`config.mk`:
```
export PLATFORM = sky130hd
export DESIGN_NAME = acp_fifo_block_arbiter_flat
export DESIGN_NICKNAME = d
export VERILOG_FILES = /design/src/rtl/acp_fifo_block_arbiter_if.sv /design/src/rtl/acp_fifo_block_arbiter.sv /design/src/flat_wrapper.sv
export SDC_FILE = /design/constraint.sdc
export NUM_CORES = 1
export LEC_CHECK = 0
export CORE_MARGIN = 3
export CORE_UTILIZATION = 47
export DETAILED_ROUTE_END_ITERATION = 8
export PLACE_DENSITY = 0.81
export SYNTH_ARGS = -nofsm -noshare
export SYNTH_HDL_FRONTEND = slang
export SYNTH_SLANG_ARGS = --single-unit
```
`constraint.sdc`:
```
create_clock -name clk -period 1.8 [get_ports clk]
set_input_delay 0.18 -clock clk [delete_from_list [all_inputs] [get_ports clk]]
set_output_delay 0.18 -clock clk [all_outputs]
set_load 0.02 [all_outputs]
```
`src/rtl/acp_fifo_block_arbiter_if.sv`:
```
// Bundles the two ADC FIFO read ports, the packet sink port and the status flags
// that connect to acp_fifo_block_arbiter.
interface acp_fifo_block_arbiter_if #(
  parameter int DATA_W = 16,
  parameter int CNT_W  = 9
);
  logic              enable;
  logic [CNT_W-1:0]  ch0_count;
  logic [DATA_W-1:0] ch0_dout;
  logic              ch0_rd_en;
  logic [CNT_W-1:0]  ch1_count;
  logic [DATA_W-1:0] ch1_dout;
  logic              ch1_rd_en;
  logic              sink_ready;
  logic              pkt_valid;
  logic              pkt_first;
  logic              pkt_last;
  logic [DATA_W-1:0] pkt_data;
  logic              busy;
  logic              ovf;

  modport master (
    output enable, ch0_count, ch0_dout, ch1_count, ch1_dout, sink_ready,
    input  ch0_rd_en, ch1_rd_en, pkt_valid, pkt_first, pkt_last, pkt_data, busy, ovf
  );

  modport slave (
    input  enable, ch0_count, ch0_dout, ch1_count, ch1_dout, sink_ready,
    output ch0_rd_en, ch1_rd_en, pkt_valid, pkt_first, pkt_last, pkt_data, busy, ovf
  );
endinterface

```
`src/rtl/acp_fifo_block_arbiter.sv`:
```
// Drains whole blocks from two ADC sample FIFOs into one packet sink, one header
// word plus BLOCK_LEN samples per burst, with round-robin grant between channels.
module acp_fifo_block_arbiter #(
  parameter int DATA_W    = 16,
  parameter int CNT_W     = 9,
  parameter int BLOCK_LEN = 256,
  parameter int GAP_CYC   = 8
) (
  input  logic                     clk,
  input  logic                     rst,
  acp_fifo_block_arbiter_if.slave  bus
);

  localparam logic [2:0] ST_IDLE  = 3'd0;
  localparam logic [2:0] ST_HDR   = 3'd1;
  localparam logic [2:0] ST_READ  = 3'd2;
  localparam logic [2:0] ST_DRAIN = 3'd3;
  localparam logic [2:0] ST_GAP   = 3'd4;

  localparam int GAP_W = (GAP_CYC < 2) ? 1 : $clog2(GAP_CYC);

  localparam logic [CNT_W-1:0] BLOCK_THR = CNT_W'(BLOCK_LEN);
  localparam logic [CNT_W-1:0] READ_LAST = CNT_W'(BLOCK_LEN - 2);
  localparam logic [CNT_W-1:0] CNT_FULL  = '1;
  localparam logic [GAP_W-1:0] GAP_LAST  = GAP_W'(GAP_CYC - 1);

  logic [2:0]        state;
  logic [2:0]        state_nxt;
  logic              sel;
  logic              last_grant;
  logic [11:0]       seq0;
  logic [11:0]       seq1;
  logic [CNT_W-1:0]  rd_cnt;
  logic [GAP_W-1:0]  gap_cnt;
  logic              ovf_q;

  logic              avail0;
  logic              avail1;
  logic              start;
  logic              pick;
  logic [11:0]       seq_sel;
  logic [DATA_W-1:0] dout_sel;
  logic [DATA_W-1:0] hdr_word;

  logic              rd_en;
  logic              pkt_valid;
  logic              pkt_first;
  logic              pkt_last;
  logic [DATA_W-1:0] pkt_data;

  assign avail0 = bus.enable & (bus.ch0_count >= BLOCK_THR);
  assign avail1 = bus.enable & (bus.ch1_count >= BLOCK_THR);
  assign start  = bus.sink_ready & (avail0 | avail1);
  // A tie goes to the channel that did not win last time.
  assign pick   = (avail0 & avail1) ? ~last_grant : avail1;

  assign seq_sel  = sel ? seq1 : seq0;
  assign dout_sel = sel ? bus.ch1_dout : bus.ch0_dout;

  always_comb begin
    hdr_word             = '0;
    hdr_word[DATA_W-1]   = sel;
    hdr_word[11:0]       = seq_sel;
  end

  always_comb begin
    state_nxt = state;
    case (state)
      ST_IDLE:  if (start) state_nxt = ST_HDR;
      ST_HDR:   state_nxt = ST_READ;
      ST_READ:  if (rd_cnt == READ_LAST) state_nxt = ST_DRAIN;
      ST_DRAIN: state_nxt = ST_GAP;
      ST_GAP:   if (gap_cnt == GAP_LAST) state_nxt = ST_IDLE;
      default:  state_nxt = ST_IDLE;
    endcase
  end

  // NOTE: registers use non-blocking assignments so every flop samples the
  // pre-edge value of every other flop, independent of statement order.
  always_ff @(posedge clk or posedge rst) begin
    if (rst) begin
      state      <= ST_IDLE;
      sel        <= 1'b0;
      last_grant <= 1'b1;
    end else begin
      state <= state_nxt;
      if (state == ST_IDLE && start) begin
        sel        <= pick;
        last_grant <= pick;
      end
    end
  end

  // READ runs BLOCK_LEN-1 cycles; the HDR cycle supplies the first FIFO read.
  always_ff @(posedge clk or posedge rst) begin
    if (rst) begin
      rd_cnt  <= '0;
      gap_cnt <= '0;
    end else begin
      if (state == ST_HDR) begin
        rd_cnt <= '0;
      end else if (state == ST_READ) begin
        rd_cnt <= rd_cnt + CNT_W'(1);
      end
      if (state == ST_DRAIN) begin
        gap_cnt <= '0;
      end else if (state == ST_GAP) begin
        gap_cnt <= gap_cnt + GAP_W'(1);
      end
    end
  end

  // Sequence numbers advance only on a completed packet; an aborted one keeps its number.
  always_ff @(posedge clk or posedge rst) begin
    if (rst) begin
      seq0 <= '0;
      seq1 <= '0;
    end else if (state == ST_DRAIN) begin
      if (sel) begin
        seq1 <= seq1 + 12'd1;
      end else begin
        seq0 <= seq0 + 12'd1;
      end
    end
  end

  always_ff @(posedge clk or posedge rst) begin
    if (rst) begin
      ovf_q <= 1'b0;
    end else if (bus.ch0_count == CNT_FULL || bus.ch1_count == CNT_FULL) begin
      ovf_q <= 1'b1;
    end
  end

  // NOTE: every output gets a default before the case so no path leaves one
  // unassigned, which would otherwise infer a latch.
  always_comb begin
    rd_en     = 1'b0;
    pkt_valid = 1'b0;
    pkt_first = 1'b0;
    pkt_last  = 1'b0;
    pkt_data  = '0;
    case (state)
      ST_HDR: begin
        rd_en     = 1'b1;
        pkt_valid = 1'b1;
        pkt_first = 1'b1;
        pkt_data  = hdr_word;
      end
      ST_READ: begin
        rd_en     = 1'b1;
        pkt_valid = 1'b1;
        pkt_data  = dout_sel;
      end
      ST_DRAIN: begin
        pkt_valid = 1'b1;
        pkt_last  = 1'b1;
        pkt_data  = dout_sel;
      end
      default: begin
      end
    endcase
  end

  // Outputs decode straight from state, so the async reset clears them at once.
  assign bus.ch0_rd_en = rd_en & ~sel;
  assign bus.ch1_rd_en = rd_en & sel;
  assign bus.pkt_valid = pkt_valid;
  assign bus.pkt_first = pkt_first;
  assign bus.pkt_last  = pkt_last;
  assign bus.pkt_data  = pkt_data;
  assign bus.busy      = (state != ST_IDLE);
  assign bus.ovf       = ovf_q;

endmodule

```
`src/flat_wrapper.sv`:
```
// flat-port wrapper written by rule: the top's interface ports become plain ports
module acp_fifo_block_arbiter_flat 
#(
  parameter int DATA_W    = 16,
  parameter int CNT_W     = 9,
  parameter int BLOCK_LEN = 256,
  parameter int GAP_CYC   = 8
)
  (clk, rst, bus_enable, bus_ch0_count, bus_ch0_dout, bus_ch1_count, bus_ch1_dout, bus_sink_ready, bus_ch0_rd_en, bus_ch1_rd_en, bus_pkt_valid, bus_pkt_first, bus_pkt_last, bus_pkt_data, bus_busy, bus_ovf);
  acp_fifo_block_arbiter_if #(.DATA_W(DATA_W), .CNT_W(CNT_W)) bus_i ();
  input  logic clk;
  input  logic rst;
  input wire logic [$bits(bus_i.enable)-1:0] bus_enable;
  input wire logic [$bits(bus_i.ch0_count)-1:0] bus_ch0_count;
  input wire logic [$bits(bus_i.ch0_dout)-1:0] bus_ch0_dout;
  input wire logic [$bits(bus_i.ch1_count)-1:0] bus_ch1_count;
  input wire logic [$bits(bus_i.ch1_dout)-1:0] bus_ch1_dout;
  input wire logic [$bits(bus_i.sink_ready)-1:0] bus_sink_ready;
  output wire logic [$bits(bus_i.ch0_rd_en)-1:0] bus_ch0_rd_en;
  output wire logic [$bits(bus_i.ch1_rd_en)-1:0] bus_ch1_rd_en;
  output wire logic [$bits(bus_i.pkt_valid)-1:0] bus_pkt_valid;
  output wire logic [$bits(bus_i.pkt_first)-1:0] bus_pkt_first;
  output wire logic [$bits(bus_i.pkt_last)-1:0] bus_pkt_last;
  output wire logic [$bits(bus_i.pkt_data)-1:0] bus_pkt_data;
  output wire logic [$bits(bus_i.busy)-1:0] bus_busy;
  output wire logic [$bits(bus_i.ovf)-1:0] bus_ovf;
  assign bus_i.enable = bus_enable;
  assign bus_i.ch0_count = bus_ch0_count;
  assign bus_i.ch0_dout = bus_ch0_dout;
  assign bus_i.ch1_count = bus_ch1_count;
  assign bus_i.ch1_dout = bus_ch1_dout;
  assign bus_i.sink_ready = bus_sink_ready;
  assign bus_ch0_rd_en = bus_i.ch0_rd_en;
  assign bus_ch1_rd_en = bus_i.ch1_rd_en;
  assign bus_pkt_valid = bus_i.pkt_valid;
  assign bus_pkt_first = bus_i.pkt_first;
  assign bus_pkt_last = bus_i.pkt_last;
  assign bus_pkt_data = bus_i.pkt_data;
  assign bus_busy = bus_i.busy;
  assign bus_ovf = bus_i.ovf;
  acp_fifo_block_arbiter #(.DATA_W(DATA_W), .CNT_W(CNT_W), .BLOCK_LEN(BLOCK_LEN), .GAP_CYC(GAP_CYC)) u_core (.clk(clk), .rst(rst), .bus(bus_i));
endmodule
```
==> run metrics, run 1 <==
hold_buf cts=0; unrepaired setup endpoints after global routing=yes; CTS Buffer Depth=2; global-route wire length before repair=approximately 11,000 µm; crit-path max FO=6; Vias=approximately 2,200; GRT Total Usage=a little over a fifth; synth warn=0; Avg Cell Area, Syn=9.687 µm²; distinct cell type count of the synthesized netlist=between 40 and 50; vias per cell=roughly 5.3; Seq/Total Area, Yosys=between 40% and 50%; fin crit share=between 90% and 100%; # fillers=377; ant diodes=0; Crit path max-delay family=buffers and inverters; Die X=78.64 µm; routability cong.=between 0.7 and 0.8; Port Buffers=76; Final Slew Violations=0; hold crit path type=in2async; total power=1.939 mW; CP arrival=about 1.6 ns; worst hold slack=0.2378 ns; CTS clk-pin slew, worst paths=0.09 ns; peak supply drop=0.0006173 V; fin worst setup slack=between 0.03 and 0.04 ns; Post-synth EDFFs=0; multi-input logic area=0.001408 mm²; initial antenna violation count=0; Routed WL per cell=roughly 16 µm; full die area=about 0.006 mm²; Crit Path Class=reg2out; Clock Tree Root=clkbuf_8; Max Freq=around 570 MHz; Final Hold Fails=0; power density cells=between 500 and 600 mW/mm²; row cnt=25; Antenna Nets Post-Route=0; top cells by area, synth=dfrtp_1 (41%), mux2i_1 (11%), nand2_1 (4.5%); Required @ worst endpoint=1.62 ns; WP buf/inv=3; Post-synth top flop=dfrtp_1; CTS tree=done; number of max-cap violations=0; crit start category=flop; Mapped Area=between 0.002 and 0.0025 mm²; largest net degree at the start of global routing=between 40 and 50; CP cell instances=buf_4 > buf_4 > or3_1 > clkbuf_2; Slew @ Worst Pin=about 0.31 ns; final WL=6756 µm; Crit-path slowest cell=dfrtp_2; H-Tree Depth=2; pre-CTS WS=-0.1054 ns; I/O Pins=slightly below 80; status=completed; Final nets=between 400 and 500; minimum clock period=1.762 ns; drt first pass iters=6; leading area contributor after synthesis=dfrtp_1; Initial DRC Count=157; CP dominant cell by count=buf_4; Sequential cell area=around 0.0011 mm²; layout cells sized above 1=between 20% and 30%; die height=~79 µm; Layout area overhead=44.75%; total CTS buffers=5; CP endpoint kind=primary output; Starting Density=50.50%; Worst slew margin=about four fifths; top-area cell type share of the netlist area=roughly 41%; Yosys reg bits=42; Post-Synthesis Cells=between 200 and 300; Pleak=1.598 nW; vias in the first global route=between 2,000 and 2,500; Core Region=around 0.0049 mm²; syn_nets=around 320; DR DRC count=0; hpwl dp=5048 µm; clk_lat worst skew=~0.3 ns; async set-or-reset flop fraction in the synthesized netlist=100.0%; Clock Sinks=42; Max stage delay on crit path=between 0.4 and 0.5 ns; grt total ovfl=0; Final Setup Violations=0; clk_skew=0.007648 ns
==> synth_stat cells (all sizes together) (2+ instances only) <==
| cell | instances |
|---|---|
| o21ai | 15 |
| nor2b | 3 |
| o22ai | 13 |
| or3 | 3 |
| mux2i | 27 |
| and3 | 2 |
| dfrtp | 41 |
| nand4 | 8 |
| and4 | 2 |
| inv | 9 |
| nand3 | 11 |
| xnor2 | 11 |
| nand2 | 30 |
| nor2 | 20 |
| nor3 | 5 |
| a21oi | 9 |
| buf | 6 |
| mux2 | 2 |
| xor2 | 12 |
| clkbuf | 4 |
| nand2b | 3 |
| ha | 6 |
==> stage by stage <==
stage | instances | setup TNS [ns] | instance area, µm² | utilization (%)
floorplan | 256 | 0 | 2480 | -
global placement | 409 | -0.2529 | 3455 | 70.34
detailed placement | 409 | -0.8777 | 3455 | 70.34
CTS | 418 | 0 | 3531 | 71.90
global route | 421 | -0.02540 | 3590 | 73.10
finish | 421 | 0 | 3590 | 73.10
==> path summary, 6_finish.rpt <==
kind,start,endpoint,slack (ns),cells after the start
hold reg to reg,u_core.rd_cnt[6],u_core.rd_cnt[6],0.48,1
min in group clk,bus_ch0_count[2],u_core.bus.ovf,0.43,3
hold / removal,rst,u_core.rd_cnt[1],0.24,3
setup / recovery,u_core.state[1],bus_busy,0.04,4
max in group asynchronous,rst,u_core.last_grant,1.30,3
setup reg to reg,u_core.state[2],u_core.seq0[11],0.10,7
==> worst reg2reg max path: stages (launching register included) <==
cell and delay (ns):
dfrtp_1 0.38, buf_4 0.17, and2b_2 0.27, nand2_1 0.11, inv_2 0.09, nand4_4 0.13
nor4_4 0.31, xor2_1 0.17
==> flip-flops by register name, indices dropped and copies added, names as in the netlist <==
| signal | count |
|---|---|
| u_core.seq0 | 12 |
| u_core.seq1 | 12 |
| u_core.rd_cnt | 9 |
| u_core.gap_cnt | 3 |
| u_core.state | 3 |
| u_core.bus.ovf | 1 |
| u_core.last_grant | 1 |
| u_core.sel | 1 |
==> kinds of logic after synthesis <==
family | after synthesis | share of synthesized area, %
multiplexers | 29 | 11.81
AO/OA/AOI/OAI | 42 | 9.688
buffers and inverters | 19 | 3.734
XOR/XNOR | 23 | 8.123
adder cells (fa/ha/maj) | 6 | 3.027
flip-flops | 42 | 42.43
AND/OR/NAND/NOR | 95 | 21.19
==> routing by layer <==
metal  share of wire [%]  GRT usage (%)
met5                   0              0
met4                 1.3          6.643
met3                 4.6          4.014
met2                  50          36.50
met1                  44          28.56
==> area by class of cell <==
class                      count  area share (%)
clock buffer                   5           1.917
clock inverter                 3           1.115
inverter                       9          0.9411
multi-input combinational    195           39.21
sequential                    42           29.38
tap                           67           2.335
timing repair buffer         100           25.10
==> power by group <==
group,total [mW],switching (mW),internal (mW)
clock,0.750,0.341,0.409
combinational,0.242,0.0916,0.150
sequential,0.948,0.00181,0.946
==> timing repair <==
item                                    in CTS  in global routing
gates resized for setup                     74                 34
pin swaps                                    0                  1
endpoints found under the setup margin      22                 18
setup buffers                                1                  3
==> placed cells by master, fill, tap and decap left out, types with 2 or more instances in the layout <==
cell type,synthesis,final
a21oi_1,9,7
ha_1,6,6
nand2_1,30,30
a21oi_2,0,2
nor2_1,19,19
nand2b_2,1,2
clkbuf_8,0,5
clkbuf_2,0,3
and3_1,2,2
nor2b_1,3,3
clkinv_2,0,2
inv_1,7,6
xnor2_1,11,11
dfrtp_1,41,39
nand4_1,7,7
mux2_2,2,2
o21ai_0,15,15
buf_12,0,3
dfrtp_2,0,2
inv_2,2,3
o22ai_1,13,8
xor2_1,12,12
clkdlybuf4s50_1,0,54
buf_2,2,11
and4_1,2,2
nand3_1,11,11
o22ai_2,0,4
nor3_2,2,2
buf_6,1,3
buf_4,3,25
or3_1,2,2
nor3_1,3,3
mux2i_1,27,26
Note: power is estimated with default switching activity, not from simulation.
==> run 2: changes to the inputs <==
HOLD_SLACK_MARGIN = 0.02   (was not set)
==> results of run 2 <==
No change in the layout: final DEF, timing and power equal those of run 1.
==> run 3: changes to the inputs <==
CTS_BUF_LIST = sky130_fd_sc_hd__clkbuf_16   (was not set)
==> run 3 against run 2 <==
  * Final area barely moved
  * Clock power is 33% higher
  * Critical path depth increased by 2
  * Die area did not move
  * Fmax is 0.28% higher
==> run metrics, run 3 (synthesized netlist as in run 1, its figures left out) <==
H-Tree Depth=2; CTS Buffer Depth=2; end point of the critical path=u_core.seq1[7]; Clock Tree Root=clkbuf_16; number of max-cap violations=0; Layout area overhead=44.65%; most frequent cells in the layout=clkdlybuf4s50_1 (54), dfrtp_1 (39), nand2_1 (30); hold crit path type=in2async; Internal=~1.7 mW; layout cells sized above 1=a little over a fifth; ant diodes=0; Regs by FF count=u_core.seq0 x12, u_core.seq1 x12, u_core.rd_cnt x9; Port Buffers=76; Initial DRC Count=between 100 and 150; crit path from=u_core.state[1]; GRT Total Usage=roughly 22%; total CTS buffers=5; FF-to-FF End=u_core.seq1[7]; Final Slew Violations=0; grt total ovfl=0; hpwl dp=between 5000 and 6000 µm; Slew @ Worst Pin=between 0.3 and 0.4 ns; Routed WL per cell=~16 µm; Final Setup Violations=0; initial antenna violation count=0; crit start category=flop; Final Hold Fails=0; I/O Pins=77; Starting Density=about 50%; routability cong.=roughly 0.77; switching part of the total=20.39%; Clock Sinks=42; peak supply drop=between 0.0006 and 0.0007 V; minimum clock period=1.757 ns; final WL=~6700 µm; vias per cell=about 5.4; Die X=78.64 µm; power density cells=between 600 and 700 mW/mm²; vias in the first global route=~2,200; DR DRC count=0; # fillers=370; fin util=about three quarters; Antenna Nets Post-Route=0; largest net degree at the start of global routing=between 40 and 50; r2r startpoint=u_core.state[1]; row cnt=25; reg2reg path depth=6; Final nets=410; CP arrival=approximately 2.0 ns; clk_lat worst skew=roughly 0.28 ns; switching power=0.4455 mW; clk_skew=between 0.005 and 0.006 ns; drt first pass iters=4; Logic pwr share=between 10% and 20%; commonest non-fill, non-tap cell in the layout=clkdlybuf4s50_1; full die area=~0.0062 mm²; placed instance count=409; Reg power frac=between 40% and 50%; unrepaired setup endpoints after global routing=yes; post-route insts no fill=between 400 and 500; fin crit share=between 90% and 100%; Core Region=around 0.0049 mm²; crit-path max FO=6; CTS tree=done; global-route wire length before repair=around 11,000 µm; Crit Path Class=reg2reg; Pleak=roughly 1.6 nW; Worst slew margin=around 77%; Vias=roughly 2,200; status=completed; hold_buf cts=0; r2r setup slk=about 0.043 ns; die height=approximately 80 µm; CTS clk-pin slew, worst paths=about 0.060 ns; Required @ worst endpoint=~2.0 ns; CP endpoint kind=flop; clock share of power=46.0%; Max Freq=569.3 MHz
[run 3: changes by cell type in the layout (fill, tap and decap cells not counted), sizes merged]
| cell | delta |
|---|---|
| buf | -6 |
| clkdlybuf4s15 | +2 |
| dlygate4sd2 | +1 |
[run 3: stage by stage]
step	cell area [µm²]	total power, mW	hold slack (ns)	worst slack (ns)	setup TNS (ns)
6_report	3587	2.185	0.2636	0.04331	0
2_1_floorplan	2480	1.038	0.3208	0.05368	0
3_5_place_dp	3455	1.213	0.4592	-0.1054	-0.8777
5_1_grt	3587	2.268	0.2960	-0.02505	-0.06196
4_1_cts	3572	2.197	0.2767	0.002597	0
3_3_place_gp	3455	1.209	0.4559	-0.02476	-0.2529
[run 3: worst min path at each step]
stage / cells after the start / end / startpoint / slack (ns)
after floorplan: 2 / u_core.bus.ovf / bus_ch0_count[2] / 0.32
after global placement: 1 / u_core.seq0[11] / u_core.seq0[11] / 0.46
after detailed placement: 1 / u_core.rd_cnt[6] / u_core.rd_cnt[6] / 0.46
after CTS: 3 / u_core.rd_cnt[5] / rst / 0.28
after global routing: 3 / u_core.rd_cnt[4] / rst / 0.30
final: 3 / u_core.rd_cnt[5] / rst / 0.26
[run 3: power groups by stage]
stage,Clock (mW),Combinational [mW],Sequential (mW)
CTS,1.01,0.233,0.949
global route,1.07,0.248,0.949
floorplan,0,0.0676,0.971
global placement,0,0.243,0.966
detailed placement,0,0.247,0.966
finish,1.00,0.232,0.949
[run 3: timing repair]
| action | CTS | global route |
|---|---|---|
| endpoints found under the setup margin | 22 | 14 |
| setup buffers | 0 | 1 |
| resized for setup | 69 | 22 |
| pin swaps | 0 | 1 |
[run 3: metal layers]
metal	vias to the layer above	wire [µm]	global-route usage [%]
met3	6	243	4.587
li1	1100	-	-
met1	1086	3008	28.45
met2	51	3409	37.18
met4	0	85	6.469
met5	-	0	0
[run 3: final cells by class]
class	count	area, µm²	share of cell area (%)
clock buffers	5	125.1	3.488
multi-input cells	195	1378	38.40
clock inverters	3	40.04	1.116
well taps	67	83.83	2.337
inverters	9	33.78	0.9418
repair buffers	97	872.1	24.31
flip-flops and latches	42	1055	29.40
[run 3: worst max-delay path, cell delays in order (launching register included)]
cell      delay, ns
dfrtp_2        0.45
buf_4          0.16
buf_4          0.11
nand4b_4       0.14
nor3_2         0.36
and4_1         0.28
xor2_1         0.17
